`config.mk`:
```
export PLATFORM = sky130hd
export DESIGN_NAME = sram_responder_flat
export DESIGN_NICKNAME = d
export VERILOG_FILES = /design/src/rtl/sram_responder_if.sv /design/src/rtl/sram_responder.sv /design/src/flat_wrapper.sv
export SDC_FILE = /design/constraint.sdc
export NUM_CORES = 1
export LEC_CHECK = 0
export BUFFER_PORTS_ARGS = -buffer_cell sky130_fd_sc_hd__buf_2
export CELL_PAD_IN_SITES_DETAIL_PLACEMENT = 1
export CELL_PAD_IN_SITES_GLOBAL_PLACEMENT = 1
export CORE_ASPECT_RATIO = 0.75
export CORE_UTILIZATION = 40
export DETAILED_ROUTE_END_ITERATION = 6
export MAX_ROUTING_LAYER = met4
export PLACE_DENSITY_LB_ADDON = 0.15
export SETUP_SLACK_MARGIN = 0.5
export SLEW_MARGIN = 20
export SYNTH_ARGS = -nofsm -noshare
export SYNTH_HDL_FRONTEND = slang
export SYNTH_SLANG_ARGS = --single-unit
```
`constraint.sdc`:
```
create_clock -name clk -period 3.3 [get_ports clk]
set_input_delay 0.66 -clock clk [delete_from_list [all_inputs] [get_ports clk]]
set_output_delay 0.66 -clock clk [all_outputs]
set_load 0.01 [all_outputs]
```
`src/rtl/sram_responder_if.sv`:
```
// MEM-stage request bus and external SRAM pins for sram_responder.
// The slave modport is the responder's view; the master modport is the surrounding system's view.
interface sram_responder_if #(
    parameter int SRAM_AW = 18
) ();
    logic               MEM_R_EN;
    logic               MEM_W_EN;
    logic [31:0]        address;
    logic [31:0]        wdata;
    logic [31:0]        rdata;
    logic               ready;
    logic [SRAM_AW-1:0] SRAM_ADDR;
    logic [15:0]        SRAM_DQ_OUT;
    logic               SRAM_DQ_OE;
    logic [15:0]        SRAM_DQ_IN;
    logic               SRAM_WE_N;

    modport slave (
        input  MEM_R_EN, MEM_W_EN, address, wdata, SRAM_DQ_IN,
        output rdata, ready, SRAM_ADDR, SRAM_DQ_OUT, SRAM_DQ_OE, SRAM_WE_N
    );

    modport master (
        output MEM_R_EN, MEM_W_EN, address, wdata, SRAM_DQ_IN,
        input  rdata, ready, SRAM_ADDR, SRAM_DQ_OUT, SRAM_DQ_OE, SRAM_WE_N
    );
endinterface

```
`src/rtl/sram_responder.sv`:
```
// Serves 32-bit MEM-stage loads/stores as two 16-bit asynchronous SRAM accesses.
// ready stays low until the access completes, so upstream can freeze on ~ready.
module sram_responder #(
    parameter int WAIT_CYCLES = 1,
    parameter int SRAM_AW     = 18
) (
    input  logic           clk,
    input  logic           rst,
    sram_responder_if.slave bus
);
    localparam logic [3:0] WAIT_LAST = 4'(WAIT_CYCLES);

    typedef enum logic [1:0] {IDLE, LOW, HIGH, DONE} state_t;

    state_t             state_reg;
    logic [3:0]         wcnt_reg;
    logic               is_write_reg;
    logic [SRAM_AW-2:0] word_addr_reg;
    logic [15:0]        wdata_hi_reg;
    logic [31:0]        rdata_reg;
    logic [SRAM_AW-1:0] sram_addr_reg;
    logic [15:0]        dq_out_reg;
    logic               dq_oe_reg;
    logic               we_n_reg;

    logic req;
    logic last;
    logic we_low_next;
    logic unused_addr_bits;

    assign req         = bus.MEM_R_EN | bus.MEM_W_EN;
    assign last        = (wcnt_reg == WAIT_LAST);
    // Write strobe for the next cycle of the same phase; the final cycle keeps WE high for data hold.
    assign we_low_next = is_write_reg && ((wcnt_reg + 4'd1) < WAIT_LAST);

    assign unused_addr_bits = ^{bus.address[31:SRAM_AW+1], bus.address[1:0]};

    always_ff @(posedge clk) begin
        if (!rst) begin
            state_reg     <= IDLE;
            wcnt_reg      <= 4'd0;
            is_write_reg  <= 1'b0;
            word_addr_reg <= '0;
            wdata_hi_reg  <= 16'h0;
            rdata_reg     <= 32'h0;
            sram_addr_reg <= '0;
            dq_out_reg    <= 16'h0;
            dq_oe_reg     <= 1'b0;
            we_n_reg      <= 1'b1;
        end else begin
            case (state_reg)
                IDLE: begin
                    if (req) begin
                        state_reg     <= LOW;
                        wcnt_reg      <= 4'd0;
                        is_write_reg  <= bus.MEM_W_EN;
                        word_addr_reg <= bus.address[SRAM_AW:2];
                        wdata_hi_reg  <= bus.wdata[31:16];
                        sram_addr_reg <= {bus.address[SRAM_AW:2], 1'b0};
                        dq_out_reg    <= bus.MEM_W_EN ? bus.wdata[15:0] : 16'h0;
                        dq_oe_reg     <= bus.MEM_W_EN;
                        we_n_reg      <= ~bus.MEM_W_EN;
                    end
                end
                LOW, HIGH: begin
                    if (!last) begin
                        wcnt_reg <= wcnt_reg + 4'd1;
                        we_n_reg <= ~we_low_next;
                    end else if (state_reg == LOW) begin
                        state_reg     <= HIGH;
                        wcnt_reg      <= 4'd0;
                        sram_addr_reg <= {word_addr_reg, 1'b1};
                        dq_out_reg    <= is_write_reg ? wdata_hi_reg : 16'h0;
                        we_n_reg      <= ~is_write_reg;
                        if (!is_write_reg) begin
                            rdata_reg[15:0] <= bus.SRAM_DQ_IN;
                        end
                    end else begin
                        state_reg     <= DONE;
                        wcnt_reg      <= 4'd0;
                        sram_addr_reg <= '0;
                        dq_out_reg    <= 16'h0;
                        dq_oe_reg     <= 1'b0;
                        we_n_reg      <= 1'b1;
                        if (!is_write_reg) begin
                            rdata_reg[31:16] <= bus.SRAM_DQ_IN;
                        end
                    end
                end
                // A request still held here belongs to the access just finished.
                DONE: state_reg <= IDLE;
                default: state_reg <= IDLE;
            endcase
        end
    end

    assign bus.ready       = (state_reg == IDLE) ? ~req : (state_reg == DONE);
    assign bus.rdata       = rdata_reg;
    assign bus.SRAM_ADDR   = sram_addr_reg;
    assign bus.SRAM_DQ_OUT = dq_out_reg;
    assign bus.SRAM_DQ_OE  = dq_oe_reg;
    assign bus.SRAM_WE_N   = we_n_reg;
endmodule

```
`src/flat_wrapper.sv`:
```
// flat-port wrapper written by rule: the top's interface ports become plain ports
module sram_responder_flat 
#(
    parameter int WAIT_CYCLES = 1,
    parameter int SRAM_AW     = 18
)
  (clk, rst, bus_MEM_R_EN, bus_MEM_W_EN, bus_address, bus_wdata, bus_SRAM_DQ_IN, bus_rdata, bus_ready, bus_SRAM_ADDR, bus_SRAM_DQ_OUT, bus_SRAM_DQ_OE, bus_SRAM_WE_N);
  sram_responder_if #(.SRAM_AW(SRAM_AW)) bus_i ();
  input  logic clk;
  input  logic rst;
  input wire logic [$bits(bus_i.MEM_R_EN)-1:0] bus_MEM_R_EN;
  input wire logic [$bits(bus_i.MEM_W_EN)-1:0] bus_MEM_W_EN;
  input wire logic [$bits(bus_i.address)-1:0] bus_address;
  input wire logic [$bits(bus_i.wdata)-1:0] bus_wdata;
  input wire logic [$bits(bus_i.SRAM_DQ_IN)-1:0] bus_SRAM_DQ_IN;
  output wire logic [$bits(bus_i.rdata)-1:0] bus_rdata;
  output wire logic [$bits(bus_i.ready)-1:0] bus_ready;
  output wire logic [$bits(bus_i.SRAM_ADDR)-1:0] bus_SRAM_ADDR;
  output wire logic [$bits(bus_i.SRAM_DQ_OUT)-1:0] bus_SRAM_DQ_OUT;
  output wire logic [$bits(bus_i.SRAM_DQ_OE)-1:0] bus_SRAM_DQ_OE;
  output wire logic [$bits(bus_i.SRAM_WE_N)-1:0] bus_SRAM_WE_N;
  assign bus_i.MEM_R_EN = bus_MEM_R_EN;
  assign bus_i.MEM_W_EN = bus_MEM_W_EN;
  assign bus_i.address = bus_address;
  assign bus_i.wdata = bus_wdata;
  assign bus_i.SRAM_DQ_IN = bus_SRAM_DQ_IN;
  assign bus_rdata = bus_i.rdata;
  assign bus_ready = bus_i.ready;
  assign bus_SRAM_ADDR = bus_i.SRAM_ADDR;
  assign bus_SRAM_DQ_OUT = bus_i.SRAM_DQ_OUT;
  assign bus_SRAM_DQ_OE = bus_i.SRAM_DQ_OE;
  assign bus_SRAM_WE_N = bus_i.SRAM_WE_N;
  sram_responder #(.WAIT_CYCLES(WAIT_CYCLES), .SRAM_AW(SRAM_AW)) u_core (.clk(clk), .rst(rst), .bus(bus_i));
endmodule
```
==> flow_summary.html, run 1 <==
<table>
<tr><th>Metric</th><th>Value</th></tr>
<tr><th colspan="2">Yosys</th></tr>
<tr><td>Synthesized netlist net count</td><td>680</td></tr>
<tr><td>XOR/XNOR Fraction of Synth Area</td><td>0%</td></tr>
<tr><td>Most frequently used cell type in the post-synthesis netlist</td><td>dfxtp_1</td></tr>
<tr><td>Top post-synthesis cells by area</td><td>dfxtp_1 44%, nand2_1 8.0%, mux2i_1 7.3%</td></tr>
<tr><td>Most used standard cells in the synthesized netlist</td><td>108 x dfxtp_1, 105 x nand2_1, 68 x a21oi_1, 36 x mux2i_1, 34 x nand3_1</td></tr>
<tr><td>Mapped Cells</td><td>590</td></tr>
<tr><td>Synth Flop Type</td><td>dfxtp_1</td></tr>
<tr><td>Post-Syn Area</td><td>4941 µm²</td></tr>
<tr><td>Sequential element share of the synthesized area</td><td>43.76%</td></tr>
<tr><td>Synth Area per Inst</td><td>8.375 µm²</td></tr>
<tr><td>Share of synthesized cell area in and, or, nand and nor gates</td><td>23.65%</td></tr>
<tr><td>Yosys synthesis warning count</td><td>0</td></tr>
<tr><td>Mux cell area share after synthesis</td><td>7.293%</td></tr>
<tr><td>Area share of the largest cell type after synthesis</td><td>43.76%</td></tr>
<tr><td>Number of enable flip-flop cells after synthesis</td><td>0</td></tr>
<tr><td>Main combinational cell family by area after synthesis</td><td>simple AND/OR/NAND/NOR gates</td></tr>
<tr><td>Distinct cell type count after synthesis</td><td>39</td></tr>
<tr><td>Share of synthesized registers carrying an async set or reset</td><td>0%</td></tr>
<tr><td>Compound-gate portion of the synthesized area</td><td>17.22%</td></tr>
<tr><td>Yosys top cell by area</td><td>dfxtp_1</td></tr>
<tr><td>#FFs+latches synth</td><td>108</td></tr>
<tr><td>Share of synthesized cell area in full adder, half adder and majority cells</td><td>1.519%</td></tr>
<tr><th colspan="2">Worst setup path</th></tr>
<tr><td>Logic depth of the worst setup path including buffers</td><td>6</td></tr>
<tr><td>Reg2Reg Setup Slack</td><td>0.67 ns</td></tr>
<tr><td>Logic depth of the worst register-to-register path</td><td>6</td></tr>
<tr><td>Highest-delay cell along the critical path</td><td>or3b_1</td></tr>
<tr><td>RR Startpoint</td><td>u_core.state_reg[0]</td></tr>
<tr><td>Crit Path Max Fanout</td><td>79</td></tr>
<tr><td>Kind of end point of the critical path</td><td>flip-flop</td></tr>
<tr><td>CP Capture Point</td><td>u_core.bus.rdata[20]</td></tr>
<tr><td>Startpoint of the worst setup timing path</td><td>u_core.state_reg[0]</td></tr>
<tr><td>Setup crit start kind</td><td>flip-flop</td></tr>
<tr><td>Max incr delay on CP</td><td>0.70 ns</td></tr>
<tr><td>Worst Path Buf+Inv</td><td>2</td></tr>
<tr><td>Endpoint required time on the critical path</td><td>3.53 ns</td></tr>
<tr><td>Top delay family on crit path</td><td>simple AND/OR/NAND/NOR gates</td></tr>
<tr><td>Category of the critical setup timing path</td><td>reg2reg</td></tr>
<tr><td>Ordered list of cells on the worst path</td><td>inv_1 -&gt; ha_2 -&gt; buf_4 -&gt; or3b_1 -&gt; o21ai_0 -&gt; a21oi_1</td></tr>
<tr><td>Endpoint arrival time on the critical path</td><td>2.85 ns</td></tr>
<tr><td>Reg-to-Reg End</td><td>u_core.bus.rdata[20]</td></tr>
<tr><th colspan="2">Clocking</th></tr>
<tr><td>Clock transition time at the flip-flop clock pins of the worst setup and hold paths</td><td>0.07 ns</td></tr>
<tr><td>CTS sink cnt</td><td>108</td></tr>
<tr><td>Count of hold buffers inserted by post-cts repair</td><td>0</td></tr>
<tr><td>TritonCTS buffer count</td><td>9</td></tr>
<tr><td>CTS H-tree lvls</td><td>3</td></tr>
<tr><td>Count of instances resized after the clock tree is built</td><td>0</td></tr>
<tr><td>Insertion delay to the later sink of the worst-skew pair</td><td>0.34 ns</td></tr>
<tr><td>CTS max path bufs</td><td>2</td></tr>
<tr><td>Setup repair bufs after CTS</td><td>0</td></tr>
<tr><td>CTS tree</td><td>done</td></tr>
<tr><td>Root buffer selected by CTS</td><td>clkbuf_16</td></tr>
<tr><th colspan="2">Power and ir drop</th></tr>
<tr><td>Net switching fraction of the power</td><td>40.05%</td></tr>
<tr><td>Total power of the final layout</td><td>5.075 mW</td></tr>
<tr><td>Proportion of power drawn by flip-flops and latches</td><td>35.9%</td></tr>
<tr><td>Power density of the placed cells</td><td>850.7 nW/µm²</td></tr>
<tr><td>Net load switching power</td><td>2.032 mW</td></tr>
<tr><td>Standby leakage power</td><td>2.550 nW</td></tr>
<tr><td>Clock network fraction of total power</td><td>22.1%</td></tr>
<tr><td>Max VDD drop</td><td>0.4328 mV</td></tr>
<tr><td>Proportion of power drawn by combinational gates</td><td>42.0%</td></tr>
<tr><td>Cell Int Power</td><td>3.042 mW</td></tr>
<tr><th colspan="2">Finish</th></tr>
<tr><td>Layout net count</td><td>785</td></tr>
<tr><td>Layout Area Growth over Synthesis</td><td>20.74%</td></tr>
<tr><td>Ratio of cells with drive above 1 in the final layout</td><td>25.14%</td></tr>
<tr><td>Flip-flop count of the largest register, all copies and words added</td><td>32</td></tr>
<tr><td>Finished Layout Cells</td><td>862</td></tr>
<tr><td>Post-layout utilization of the core</td><td>50.44%</td></tr>
<tr><td>Number of diodes added for antenna fixing</td><td>0</td></tr>
<tr><th colspan="2">Drt</th></tr>
<tr><td>Detailed Route Iter0 Violations</td><td>287</td></tr>
<tr><td>Via-per-instance ratio</td><td>5.362</td></tr>
<tr><td>Routed WL</td><td>14.61 mm</td></tr>
<tr><td>Average wire per standard cell</td><td>16.95 µm</td></tr>
<tr><td>ANT nets after route</td><td>0</td></tr>
<tr><td>Detailed Routing Iterations Pass 1</td><td>5</td></tr>
<tr><td>DRC violations left</td><td>0</td></tr>
<tr><td>Number of vias in the routed layout</td><td>4,622</td></tr>
<tr><th colspan="2">Flow run</th></tr>
<tr><td>Number of max-cap violations</td><td>0</td></tr>
<tr><th colspan="2">GRT</th></tr>
<tr><td>Initial antenna violation count</td><td>0</td></tr>
<tr><td>Number of global-route vias before repair</td><td>4,621</td></tr>
<tr><td>Pin count of the biggest net entering global routing</td><td>80</td></tr>
<tr><td>Remaining Overflow, GRT</td><td>0</td></tr>
<tr><td>Gr usage total</td><td>24.06%</td></tr>
<tr><td>Wire length of the first global-routing pass</td><td>23.47 mm</td></tr>
<tr><th colspan="2">Place</th></tr>
<tr><td>IO Port Bufs</td><td>137</td></tr>
<tr><td>Last weighted congestion value of the routability-driven placer</td><td>0.7943</td></tr>
<tr><td>Sum of net half-perimeters after detailed placement</td><td>9.871 mm</td></tr>
<tr><td>Number of placed instances with taps included</td><td>846</td></tr>
<tr><th colspan="2">STA</th></tr>
<tr><td>Worst Max-Slew Pin Slew</td><td>1.029 ns</td></tr>
<tr><td>Setup repair after global routing missed its margin</td><td>no</td></tr>
<tr><td>Final-report setup violation count</td><td>0</td></tr>
<tr><td>Max-slew violations</td><td>0</td></tr>
<tr><td>Clk_skew</td><td>0.004945 ns</td></tr>
<tr><td>Tightest slew margin relative to the limit</td><td>31.08%</td></tr>
<tr><td>Highest achievable clock rate</td><td>380.9 MHz</td></tr>
<tr><td>Final critical delay including setup and external delays</td><td>2.625 ns</td></tr>
<tr><td>Final worst path period share</td><td>79.56%</td></tr>
<tr><td>Final TNS setup</td><td>0 ns</td></tr>
<tr><td>Final hold vios</td><td>0</td></tr>
<tr><th colspan="2">Run status</th></tr>
<tr><td>Run status</td><td>completed</td></tr>
<tr><th colspan="2">Floorplan</th></tr>
<tr><td>Initial Util</td><td>41.78%</td></tr>
<tr><td>X dimension of the die</td><td>130.3 µm</td></tr>
<tr><td>Area enclosed by the die boundary</td><td>12,810 µm²</td></tr>
<tr><td># rows</td><td>34</td></tr>
<tr><td>Ports placed on the boundary</td><td>153</td></tr>
<tr><td>Height of the die</td><td>98.25 µm</td></tr>
<tr><td>Core area</td><td>11,830 µm²</td></tr>
<tr><th colspan="2">Worst hold path</th></tr>
<tr><td>Type of the most critical hold path</td><td>reg2reg</td></tr>
</table>
layout make-up:
type	instances	area [µm²]
fill	1467	5861
multi-input combinational	419	2476
sequential	108	2162
timing repair buffer	151	790.8
clock buffer	11	252.7
tap	162	202.7
clock inverter	5	58.81
inverter	6	22.52
per-stage QoR:
stage,area (µm²),hold WS [ns],setup WS (ns)
CTS,5966,0.4558,0.6938
detailed placement,5654,0.4451,0.7153
floorplan,4941,0.4319,1.280
global route,5966,0.4760,0.5070
finish,5966,0.4515,0.6745
global placement,5654,0.4372,0.8326
worst min path at each step:
stage	endpoint	from	slack, ns	cells past startpoint
after floorplan	u_core.word_addr_reg[16]	u_core.word_addr_reg[16]	0.43	2
after global placement	u_core.word_addr_reg[6]	u_core.word_addr_reg[6]	0.44	2
after detailed placement	u_core.word_addr_reg[4]	u_core.word_addr_reg[4]	0.45	2
after CTS	u_core.word_addr_reg[3]	u_core.word_addr_reg[3]	0.46	2
after global routing	u_core.word_addr_reg[5]	u_core.word_addr_reg[5]	0.48	2
final	u_core.word_addr_reg[3]	u_core.word_addr_reg[3]	0.45	2
cell usage in the layout, fill, tap and decap left out, drive strengths merged, types with 17 or more instances in the layout:
master / instances
buf: 151
dfxtp: 108
nand2: 105
a21oi: 68
o21ai: 51
mux2i: 36
nand3: 34
nand4: 20
nor2b: 19
and3: 17
worst register-to-register path, stage by stage, from the launching register on:
cell,delay (ns)
dfxtp_1,0.44
inv_1,0.08
ha_2,0.33
buf_4,0.58
or3b_1,0.71
o21ai_0,0.28
a21oi_1,0.09
power by group through the flow:
stage	clock network (mW)	registers (mW)	logic, mW
final	1.12	1.82	2.13
after global routing	1.20	1.87	2.35
after CTS	1.15	1.82	2.15
after detailed placement	0	1.85	2.15
after global placement	0	1.83	2.08
after floorplan	0	1.90	1.49
kinds of logic (layout without fill, tap and decap cells):
| family | after synthesis | count (layout) |
|---|---|---|
| AOI/OAI and AO/OA | 151 | 151 |
| DFF | 108 | 108 |
| buffers and inverters | 63 | 173 |
| and+or+nand+nor | 226 | 226 |
| adders and majority gates | 6 | 6 |
| muxes | 36 | 36 |
layer usage:
metal  GRT usage, %  share of wire [%]  vias to the layer above
li1               -                  -                     2263
met1          31.70                 49                     2232
met2          37.48                 45                      115
met3          5.205                4.6                       12
met4          5.747                1.0                        0
met5              -                  0                        -
Power figures use the tool's default switching activity.
==> run 2: changes to the inputs <==
Settings changed: ABC_AREA set to 1, CORE_UTILIZATION 40 to 31.
Clock period 3.3 ns to 2.3 ns, I/O delays scaled along.
==> flow_summary.html, run 2 <==
<table>
<tr><th>Metric</th><th>Value</th></tr>
<tr><th colspan="2">Worst setup path</th></tr>
<tr><td>Endpoint arrival time on the critical path</td><td>1.26 ns (was 2.85 ns)</td></tr>
<tr><td>Endpoint required time on the critical path</td><td>1.84 ns (was 3.53 ns)</td></tr>
<tr><td>RR Startpoint</td><td>u_core.state_reg[0] (unchanged)</td></tr>
<tr><td>Ordered list of cells on the worst path</td><td>inv_4 -&gt; ha_4 -&gt; nand2_4 -&gt; nand2_1 -&gt; buf_2 (was inv_1 -&gt; ha_2 -&gt; buf_4 -&gt; or3b_1 -&gt; o21ai_0 -&gt; a21oi_1)</td></tr>
<tr><td>Worst Path Buf+Inv</td><td>2 (unchanged)</td></tr>
<tr><td>Reg2Reg Setup Slack</td><td>0.63 ns (was 0.67 ns)</td></tr>
<tr><td>Reg-to-Reg End</td><td>u_core.bus.rdata[15] (was u_core.bus.rdata[20])</td></tr>
<tr><td>Logic depth of the worst register-to-register path</td><td>8 (was 6)</td></tr>
<tr><td>Crit Path Max Fanout</td><td>5 (was 79)</td></tr>
<tr><td>Kind of end point of the critical path</td><td>primary output (was flip-flop)</td></tr>
<tr><td>Setup crit start kind</td><td>flip-flop (unchanged)</td></tr>
<tr><td>Top delay family on crit path</td><td>flip-flops (was simple AND/OR/NAND/NOR gates)</td></tr>
<tr><td>Max incr delay on CP</td><td>0.37 ns (was 0.70 ns)</td></tr>
<tr><td>Category of the critical setup timing path</td><td>reg2out (was reg2reg)</td></tr>
<tr><td>Highest-delay cell along the critical path</td><td>dfxtp_4 (was or3b_1)</td></tr>
<tr><th colspan="2">GRT</th></tr>
<tr><td>Number of global-route vias before repair</td><td>4,308 (was 4,621)</td></tr>
<tr><td>Remaining Overflow, GRT</td><td>0 (unchanged)</td></tr>
<tr><td>Pin count of the biggest net entering global routing</td><td>107 (was 80)</td></tr>
<tr><td>Initial antenna violation count</td><td>1 (was 0)</td></tr>
<tr><td>Wire length of the first global-routing pass</td><td>21.38 mm (was 23.47 mm)</td></tr>
<tr><td>Gr usage total</td><td>18.98% (was 24.06%)</td></tr>
<tr><th colspan="2">Yosys</th></tr>
<tr><td>Synth Flop Type</td><td>dfxtp_1 (unchanged)</td></tr>
<tr><td>Post-Syn Area</td><td>4534 µm² (was 4941 µm²)</td></tr>
<tr><td>Yosys synthesis warning count</td><td>0 (unchanged)</td></tr>
<tr><td>Mapped Cells</td><td>631 (was 590)</td></tr>
<tr><td>#FFs+latches synth</td><td>108 (unchanged)</td></tr>
<tr><td>Sequential element share of the synthesized area</td><td>47.68% (was 43.76%)</td></tr>
<tr><td>Share of synthesized registers carrying an async set or reset</td><td>0% (unchanged)</td></tr>
<tr><td>Yosys top cell by area</td><td>dfxtp_1 (unchanged)</td></tr>
<tr><td>Most used standard cells in the synthesized netlist</td><td>157 x nor2_1, 108 x dfxtp_1, 104 x o21ai_0, 98 x nand2_1, 53 x inv_1 (was 108 x dfxtp_1, 105 x nand2_1, 68 x a21oi_1, 36 x mux2i_1, 34 x nand3_1)</td></tr>
<tr><td>Synth Area per Inst</td><td>7.186 µm² (was 8.375 µm²)</td></tr>
<tr><td>Area share of the largest cell type after synthesis</td><td>47.68% (was 43.76%)</td></tr>
<tr><td>Synthesized netlist net count</td><td>721 (was 680)</td></tr>
<tr><td>Top post-synthesis cells by area</td><td>dfxtp_1 48%, nor2_1 13%, o21ai_0 11% (was dfxtp_1 44%, nand2_1 8.0%, mux2i_1 7.3%)</td></tr>
<tr><td>Most frequently used cell type in the post-synthesis netlist</td><td>nor2_1 (was dfxtp_1)</td></tr>
<tr><td>Number of enable flip-flop cells after synthesis</td><td>0 (unchanged)</td></tr>
<tr><td>Distinct cell type count after synthesis</td><td>25 (was 39)</td></tr>
<tr><th colspan="2">Floorplan</th></tr>
<tr><td># rows</td><td>37 (was 34)</td></tr>
<tr><td>Initial Util</td><td>32.43% (was 41.78%)</td></tr>
<tr><td>Height of the die</td><td>106.7 µm (was 98.25 µm)</td></tr>
<tr><td>X dimension of the die</td><td>141.7 µm (was 130.3 µm)</td></tr>
<tr><td>Core area</td><td>13,980 µm² (was 11,830 µm²)</td></tr>
<tr><td>Ports placed on the boundary</td><td>153 (unchanged)</td></tr>
<tr><td>Area enclosed by the die boundary</td><td>15,120 µm² (was 12,810 µm²)</td></tr>
<tr><th colspan="2">STA</th></tr>
<tr><td>Highest achievable clock rate</td><td>580.5 MHz</td></tr>
<tr><td>Tightest slew margin relative to the limit</td><td>73.04% (was 31.08%)</td></tr>
<tr><td>Final-report setup violation count</td><td>0 (unchanged)</td></tr>
<tr><td>Final critical delay including setup and external delays</td><td>1.723 ns</td></tr>
<tr><td>Final worst path period share</td><td>74.90%</td></tr>
<tr><td>Max-slew violations</td><td>0 (unchanged)</td></tr>
<tr><td>Final TNS setup</td><td>0 ns (unchanged)</td></tr>
<tr><td>Worst Max-Slew Pin Slew</td><td>0.4043 ns (was 1.029 ns)</td></tr>
<tr><td>Clk_skew</td><td>0.01052 ns (was 0.004945 ns)</td></tr>
<tr><td>Setup repair after global routing missed its margin</td><td>no (unchanged)</td></tr>
<tr><td>Final hold vios</td><td>0 (unchanged)</td></tr>
<tr><th colspan="2">Drt</th></tr>
<tr><td>Average wire per standard cell</td><td>14.33 µm (was 16.95 µm)</td></tr>
<tr><td>DRC violations left</td><td>0 (unchanged)</td></tr>
<tr><td>Routed WL</td><td>13.71 mm (was 14.61 mm)</td></tr>
<tr><td>Number of vias in the routed layout</td><td>4,386 (was 4,622)</td></tr>
<tr><td>ANT nets after route</td><td>0 (unchanged)</td></tr>
<tr><td>Detailed Routing Iterations Pass 1</td><td>4 (was 5)</td></tr>
<tr><td>Via-per-instance ratio</td><td>4.583 (was 5.362)</td></tr>
<tr><td>Detailed Route Iter0 Violations</td><td>160 (was 287)</td></tr>
<tr><th colspan="2">Finish</th></tr>
<tr><td>Ratio of cells with drive above 1 in the final layout</td><td>25.49% (was 25.14%)</td></tr>
<tr><td>Flip-flop count of the largest register, all copies and words added</td><td>32 (unchanged)</td></tr>
<tr><td>Most common cell after layout, fill and taps aside</td><td>nor2_1 (was buf_2)</td></tr>
<tr><td>Commonest non-fill, non-tap cells in the layout</td><td>157 x nor2_1, 137 x buf_2, 106 x dfxtp_1, 98 x o21ai_0, 96 x nand2_1 (was 137 x buf_2, 108 x dfxtp_1, 105 x nand2_1, 68 x a21oi_1, 36 x mux2i_1)</td></tr>
<tr><td>Layout net count</td><td>846 (was 785)</td></tr>
<tr><td>Layout Area Growth over Synthesis</td><td>27.51% (was 20.74%)</td></tr>
<tr><td>Post-layout utilization of the core</td><td>41.35% (was 50.44%)</td></tr>
<tr><th colspan="2">Clocking</th></tr>
<tr><td>CTS H-tree lvls</td><td>3 (unchanged)</td></tr>
<tr><td>Insertion delay to the later sink of the worst-skew pair</td><td>0.36 ns (was 0.34 ns)</td></tr>
<tr><td>CTS tree</td><td>done (unchanged)</td></tr>
<tr><td>Root buffer selected by CTS</td><td>clkbuf_16 (unchanged)</td></tr>
<tr><td>TritonCTS buffer count</td><td>9 (unchanged)</td></tr>
<tr><td>CTS sink cnt</td><td>108 (unchanged)</td></tr>
<tr><td>CTS max path bufs</td><td>2 (unchanged)</td></tr>
<tr><td>Clock transition time at the flip-flop clock pins of the worst setup and hold paths</td><td>0.07 ns (about the same)</td></tr>
<tr><th colspan="2">Place</th></tr>
<tr><td>IO Port Bufs</td><td>137 (unchanged)</td></tr>
<tr><td>Last weighted congestion value of the routability-driven placer</td><td>0.7825 (was 0.7943)</td></tr>
<tr><td>Sum of net half-perimeters after detailed placement</td><td>9.202 mm (was 9.871 mm)</td></tr>
<tr><th colspan="2">Worst hold path</th></tr>
<tr><td>Hold path startpoint</td><td>bus_wdata[31] (was u_core.word_addr_reg[3])</td></tr>
<tr><td>Type of the most critical hold path</td><td>in2reg (was reg2reg)</td></tr>
<tr><td>Worst Hold End</td><td>u_core.wdata_hi_reg[15] (was u_core.word_addr_reg[3])</td></tr>
<tr><td>Cell count of the worst hold path</td><td>3 (was 2)</td></tr>
<tr><th colspan="2">Power and ir drop</th></tr>
<tr><td>Max VDD drop</td><td>0.5386 mV (was 0.4328 mV)</td></tr>
<tr><td>Power density of the placed cells</td><td>1420 nW/µm² (was 850.7 nW/µm²)</td></tr>
<tr><td>Standby leakage power</td><td>2.726 nW (was 2.550 nW)</td></tr>
<tr><th colspan="2">Flow run</th></tr>
<tr><td>Number of max-cap violations</td><td>0 (unchanged)</td></tr>
<tr><th colspan="2">Run status</th></tr>
<tr><td>Run status</td><td>completed (unchanged)</td></tr>
</table>
[run 2: metrics by stage]
| step | instance area (µm²) | instances | hold WS [ns] | setup slack (ns) | power [mW] |
|---|---|---|---|---|---|
| after floorplan | 4534 | 631 | 0.4240 | 0.6767 | 5.389 |
| after global placement | 5333 | 935 | 0.4345 | 0.2450 | 6.241 |
| after detailed placement | 5333 | 935 | 0.4417 | 0.1513 | 6.389 |
| after CTS | 5723 | 953 | 0.3296 | 0.5055 | 8.160 |
| after global routing | 5782 | 957 | 0.3511 | 0.5024 | 8.967 |
| final | 5782 | 957 | 0.3356 | 0.5772 | 8.211 |
[run 2: routing by layer]
| layer | track usage (%) | vias up | routed length [µm] |
|---|---|---|---|
| met5 | - | - | 0 |
| li1 | - | 2239 | - |
| met4 | 4.301 | 0 | 65 |
| met1 | 22.49 | 2053 | 6346 |
| met2 | 30.37 | 88 | 6452 |
| met3 | 7.414 | 6 | 848 |
[run 2: area by class of cell]
cell class,count,area (µm²)
diodes,1,2.502
well taps,195,244.0
multi-input cells,429,2024
clock buffers,9,225.2
fillers,1834,8199
repair buffers,146,782.0
clock inverters,7,76.32
flip-flops and latches,108,2170
inverters,62,257.7
[run 2: what timing repair did]
item,CTS,global route
endpoints found under the setup margin,91,62
buffers inserted,1,2
pin swaps,4,5
hold buffers,0,0
gates resized for setup,19,13
gates cloned,1,1
[run 2: logic make-up (layout without fill, tap and decap cells)]
kind of cell,Yosys count,in the layout,synth area share (%)
adder cells (fa/ha/maj),6,6,1.656
flip-flops,108,108,47.68
buffers and inverters,96,224,9.410
AND/OR/NAND/NOR,279,281,25.41
other,0,1,0
AO/OA/AOI/OAI,142,142,15.84
[run 2: power breakdown]
group	internal, mW	switching, mW	total [mW]	leakage (nW)
combinational	1.28	2.60	3.89	1.69
clock	0.850	0.726	1.58	0.142
sequential	2.48	0.273	2.75	0.889
[run 2: tightest hold or removal path, cell delays in order]
cell	delay, ns
buf_2	0.08
nor2_1	0.04
nor2_1	0.08
[run 2: worst max-delay path by stage]
stage	startpoint	slack, ns	cells after the start	endpoint
2_1_floorplan	u_core.state_reg[0]	0.68	10	u_core.bus.SRAM_DQ_OUT[5]
3_3_place_gp	u_core.state_reg[0]	0.24	8	u_core.bus.rdata[25]
3_5_place_dp	u_core.state_reg[0]	0.15	8	u_core.bus.rdata[16]
4_1_cts	u_core.state_reg[1]	0.51	6	u_core.bus.SRAM_ADDR[9]
5_1_grt	u_core.wcnt_reg[0]	0.50	7	u_core.bus.SRAM_ADDR[9]
6_report	u_core.state_reg[1]	0.58	5	bus_ready
==> run 3: changes to the inputs <==
Settings changed: ABC_AREA 1 to 0, CORE_UTILIZATION 31 to 37.
Clock period 2.3 ns to 1.8 ns, I/O delays scaled along.
==> flow_summary.html, run 3 (synthesis results as in run 1) <==
<table>
<tr><th>Metric</th><th>Value</th></tr>
<tr><th colspan="2">Drt</th></tr>
<tr><td>Number of vias in the routed layout</td><td>5,187 (was 4,386)</td></tr>
<tr><td>Average wire per standard cell</td><td>21.76 µm (was 14.33 µm)</td></tr>
<tr><td>DRC violations left</td><td>0 (unchanged)</td></tr>
<tr><td>Detailed Route Iter0 Violations</td><td>272 (was 160)</td></tr>
<tr><td>Routed WL</td><td>20.21 mm (was 13.71 mm)</td></tr>
<tr><td>Via-per-instance ratio</td><td>5.583 (was 4.583)</td></tr>
<tr><td>ANT nets after route</td><td>0 (unchanged)</td></tr>
<tr><td>Detailed Routing Iterations Pass 1</td><td>4 (unchanged)</td></tr>
<tr><th colspan="2">Power and ir drop</th></tr>
<tr><td>Standby leakage power</td><td>3.293 nW (was 2.726 nW)</td></tr>
<tr><td>Total power of the final layout</td><td>13.57 mW (was 8.211 mW)</td></tr>
<tr><td>Proportion of power drawn by combinational gates</td><td>56.0% (was 47.3%)</td></tr>
<tr><td>Max VDD drop</td><td>0.7440 mV (was 0.5386 mV)</td></tr>
<tr><td>Clock network fraction of total power</td><td>18.4% (was 19.2%)</td></tr>
<tr><td>Net load switching power</td><td>5.289 mW (was 3.603 mW)</td></tr>
<tr><td>Power density of the placed cells</td><td>1778 nW/µm² (was 1420 nW/µm²)</td></tr>
<tr><td>Proportion of power drawn by flip-flops and latches</td><td>25.6% (was 33.5%)</td></tr>
<tr><td>Cell Int Power</td><td>8.276 mW (was 4.608 mW)</td></tr>
<tr><td>Net switching fraction of the power</td><td>38.99% (was 43.88%)</td></tr>
<tr><th colspan="2">Worst setup path</th></tr>
<tr><td>Crit path top cell by count</td><td>buf_12</td></tr>
<tr><td>Logic depth of the worst register-to-register path</td><td>7 (was 8)</td></tr>
<tr><td>Logic depth of the worst setup path including buffers</td><td>7 (was 5)</td></tr>
<tr><td>Endpoint arrival time on the critical path</td><td>2.16 ns (was 1.26 ns)</td></tr>
<tr><td>Endpoint required time on the critical path</td><td>2.06 ns (was 1.84 ns)</td></tr>
<tr><td>RR Startpoint</td><td>u_core.state_reg[0] (unchanged)</td></tr>
<tr><td>Setup crit start kind</td><td>flip-flop (unchanged)</td></tr>
<tr><td>Highest-delay cell along the critical path</td><td>dfxtp_4 (unchanged)</td></tr>
<tr><td>Reg-to-Reg End</td><td>u_core.bus.SRAM_DQ_OUT[12] (was u_core.bus.rdata[15])</td></tr>
<tr><td>Worst Path Buf+Inv</td><td>4 (was 2)</td></tr>
<tr><td>Max incr delay on CP</td><td>0.39 ns (was 0.37 ns)</td></tr>
<tr><td>Crit Path Max Fanout</td><td>7 (was 5)</td></tr>
<tr><td>Reg2Reg Setup Slack</td><td>-0.1 ns (was 0.63 ns)</td></tr>
<tr><td>Top delay family on crit path</td><td>buffers and inverters (was flip-flops)</td></tr>
<tr><td>Ordered list of cells on the worst path</td><td>inv_4 -&gt; ha_4 -&gt; clkinvlp_4 -&gt; o211ai_4 -&gt; buf_12 -&gt; buf_12 -&gt; mux2i_1 (was inv_4 -&gt; ha_4 -&gt; nand2_4 -&gt; nand2_1 -&gt; buf_2)</td></tr>
<tr><td>Kind of end point of the critical path</td><td>flip-flop (was primary output)</td></tr>
<tr><td>CP Capture Point</td><td>u_core.bus.SRAM_DQ_OUT[12] (was bus_ready)</td></tr>
<tr><td>Startpoint of the worst setup timing path</td><td>u_core.state_reg[0] (was u_core.state_reg[1])</td></tr>
<tr><td>Category of the critical setup timing path</td><td>reg2reg (was reg2out)</td></tr>
<tr><th colspan="2">STA</th></tr>
<tr><td>Final hold vios</td><td>0 (unchanged)</td></tr>
<tr><td>Final critical delay including setup and external delays</td><td>1.896 ns</td></tr>
<tr><td>Final worst path period share</td><td>105.4%</td></tr>
<tr><td>Crit path setup slack, layout</td><td>-0.09650 ns (was 0.5772 ns)</td></tr>
<tr><td>Max-slew violations</td><td>0 (unchanged)</td></tr>
<tr><td>Tightest slew margin relative to the limit</td><td>68.03% (was 73.04%)</td></tr>
<tr><td>Final-report setup violation count</td><td>24 (was 0)</td></tr>
<tr><td>Worst Max-Slew Pin Slew</td><td>0.4788 ns (was 0.4043 ns)</td></tr>
<tr><td>Clk_skew</td><td>0.01354 ns (was 0.01052 ns)</td></tr>
<tr><td>Setup repair after global routing missed its margin</td><td>yes (was no)</td></tr>
<tr><td>Highest achievable clock rate</td><td>527.3 MHz</td></tr>
<tr><th colspan="2">Clocking</th></tr>
<tr><td>Clock transition time at the flip-flop clock pins of the worst setup and hold paths</td><td>0.08 ns (was 0.07 ns)</td></tr>
<tr><td>CTS max path bufs</td><td>2 (unchanged)</td></tr>
<tr><td>CTS sink cnt</td><td>108 (unchanged)</td></tr>
<tr><td>Root buffer selected by CTS</td><td>clkbuf_16 (unchanged)</td></tr>
<tr><td>TritonCTS buffer count</td><td>9 (unchanged)</td></tr>
<tr><td>CTS tree</td><td>done (unchanged)</td></tr>
<tr><td>CTS H-tree lvls</td><td>3 (unchanged)</td></tr>
<tr><td>Insertion delay to the later sink of the worst-skew pair</td><td>0.36 ns (about the same)</td></tr>
<tr><th colspan="2">Flow run</th></tr>
<tr><td>Number of max-cap violations</td><td>0 (unchanged)</td></tr>
<tr><th colspan="2">GRT</th></tr>
<tr><td>Wire length of the first global-routing pass</td><td>28.00 mm (was 21.38 mm)</td></tr>
<tr><td>Gr usage total</td><td>27.39% (was 18.98%)</td></tr>
<tr><td>Initial antenna violation count</td><td>1 (unchanged)</td></tr>
<tr><td>Number of global-route vias before repair</td><td>5,157 (was 4,308)</td></tr>
<tr><td>Remaining Overflow, GRT</td><td>0 (unchanged)</td></tr>
<tr><td>Pin count of the biggest net entering global routing</td><td>40 (was 107)</td></tr>
<tr><th colspan="2">Finish</th></tr>
<tr><td>Ratio of cells with drive above 1 in the final layout</td><td>46.96% (was 25.49%)</td></tr>
<tr><td>Layout Area Growth over Synthesis</td><td>54.39% (was 27.51%)</td></tr>
<tr><td>Most common cell after layout, fill and taps aside</td><td>buf_2 (was nor2_1)</td></tr>
<tr><td>Post-layout utilization of the core</td><td>58.60% (was 41.35%)</td></tr>
<tr><td>Filler cell count</td><td>1,476 (was 1,834)</td></tr>
<tr><td>Commonest non-fill, non-tap cells in the layout</td><td>136 x buf_2, 104 x dfxtp_1, 67 x nand2_1, 51 x a21oi_2, 35 x nand2_4 (was 157 x nor2_1, 137 x buf_2, 106 x dfxtp_1, 98 x o21ai_0, 96 x nand2_1)</td></tr>
<tr><td>Flip-flop count of the largest register, all copies and words added</td><td>32 (unchanged)</td></tr>
<tr><td>Layout net count</td><td>841 (was 846)</td></tr>
<tr><td>Finished Layout Cells</td><td>929 (was 957)</td></tr>
<tr><th colspan="2">Floorplan</th></tr>
<tr><td># rows</td><td>36 (was 37)</td></tr>
<tr><td>Area enclosed by the die boundary</td><td>13,820 µm² (was 15,120 µm²)</td></tr>
<tr><td>Height of the die</td><td>102.1 µm (was 106.7 µm)</td></tr>
<tr><td>Ports placed on the boundary</td><td>153 (unchanged)</td></tr>
<tr><td>X dimension of the die</td><td>135.4 µm (was 141.7 µm)</td></tr>
<tr><td>Initial Util</td><td>37.96% (was 32.43%)</td></tr>
<tr><td>Core area</td><td>13,020 µm² (was 13,980 µm²)</td></tr>
<tr><th colspan="2">Place</th></tr>
<tr><td>Number of placed instances with taps included</td><td>870 (was 935)</td></tr>
<tr><td>IO Port Bufs</td><td>137 (unchanged)</td></tr>
<tr><td>Last weighted congestion value of the routability-driven placer</td><td>0.7687 (was 0.7825)</td></tr>
<tr><td>Sum of net half-perimeters after detailed placement</td><td>10.57 mm (was 9.202 mm)</td></tr>
<tr><th colspan="2">Run status</th></tr>
<tr><td>Violated checks</td><td>negative setup slack</td></tr>
<tr><td>Run status</td><td>finished, violations left (was completed)</td></tr>
<tr><th colspan="2">Worst hold path</th></tr>
<tr><td>Type of the most critical hold path</td><td>in2reg (unchanged)</td></tr>
</table>
## run 3: changes by cell type in the layout (fill, tap and decap cells not counted), moves of 16 or more
| cell | change |
|---|---|
| nor2_1 | -156 |
| o21ai_0 | -73 |
| a21oi_2 | +51 |
| inv_1 | -48 |
| mux2i_1 | +33 |
| nand2_4 | +32 |
| nand2_1 | -29 |
| buf_4 | +22 |
| nand4_1 | +18 |
| nor2b_1 | +18 |
| and3_1 | +17 |
| a21o_1 | +16 |
| nand3b_1 | +16 |
## run 3: worst min-delay path by stage
stage                             startpoint  slack [ns]  depth (start not counted)                  endpoint
floorplan           u_core.word_addr_reg[16]        0.43                          2  u_core.word_addr_reg[16]
global placement    u_core.word_addr_reg[10]        0.44                          2  u_core.word_addr_reg[10]
detailed placement  u_core.word_addr_reg[13]        0.44                          2  u_core.word_addr_reg[13]
CTS                           bus_address[8]        0.24                          3   u_core.word_addr_reg[6]
global route               bus_SRAM_DQ_IN[0]        0.25                          3       u_core.bus.rdata[0]
finish                     bus_SRAM_DQ_IN[0]        0.25                          3       u_core.bus.rdata[0]
## run 3: power groups by stage
stage | Clock (mW) | Combinational, mW | Sequential (mW)
2_1_floorplan | 0 | 2.99 | 3.51
3_3_place_gp | 0 | 4.34 | 3.33
3_5_place_dp | 0 | 4.45 | 3.38
4_1_cts | 2.51 | 6.24 | 3.33
5_1_grt | 2.64 | 7.95 | 3.53
6_report | 2.50 | 7.60 | 3.47
## run 3: metrics by stage
step                      setup slack, ns  cell area (µm²)  TNS (ns)  hold WS [ns]
after floorplan                    0.2635             5074         0        0.4319
after global placement            0.01684             5916         0        0.4367
after detailed placement         -0.06047             5916   -0.2721        0.4436
after CTS                          0.1198             6892         0        0.2382
after global routing              -0.1292             7626    -1.754        0.2548
final                            -0.09650             7629   -0.5335        0.2491
## run 3: per-layer routing
| layer | global-route usage [%] | share of wire (%) | wire length [µm] | up-vias |
|---|---|---|---|---|
| li1 | - | - | - | 2393 |
| met1 | 33.53 | 42 | 8554 | 2576 |
| met2 | 45.25 | 50 | 10050 | 175 |
| met3 | 5.903 | 5.2 | 1048 | 43 |
| met4 | 8.297 | 2.8 | 558 | 0 |
| met5 | - | 0 | 0 | - |
## run 3: worst register-to-register path, cell delays in order, from the launching register on
cell        delay [ns]
dfxtp_4           0.39
inv_4             0.05
ha_4              0.35
clkinvlp_4        0.18
o211ai_4          0.27
buf_12            0.16
buf_12            0.12
mux2i_1           0.27
## run 3: final cells by class
class | count | area [µm²] | area share, %
Inverter | 6 | 31.28 | 0.4100
Tap cell | 171 | 214.0 | 2.805
Multi-Input combinational cell | 419 | 3143 | 41.20
Sequential cell | 108 | 2177 | 28.54
Antenna cell | 2 | 5.005 | 0.06561
Clock buffer | 10 | 239.0 | 3.133
Clock inverter | 6 | 135.1 | 1.771
Timing Repair Buffer | 207 | 1684 | 22.08
## run 3: repair_timing
item,4_1_cts,5_1_grt
hold buffers,0,0
cloned,11,2
pin swaps,32,30
buffers inserted,16,12
setup endpoints to repair,108,109
resized for setup,53,156
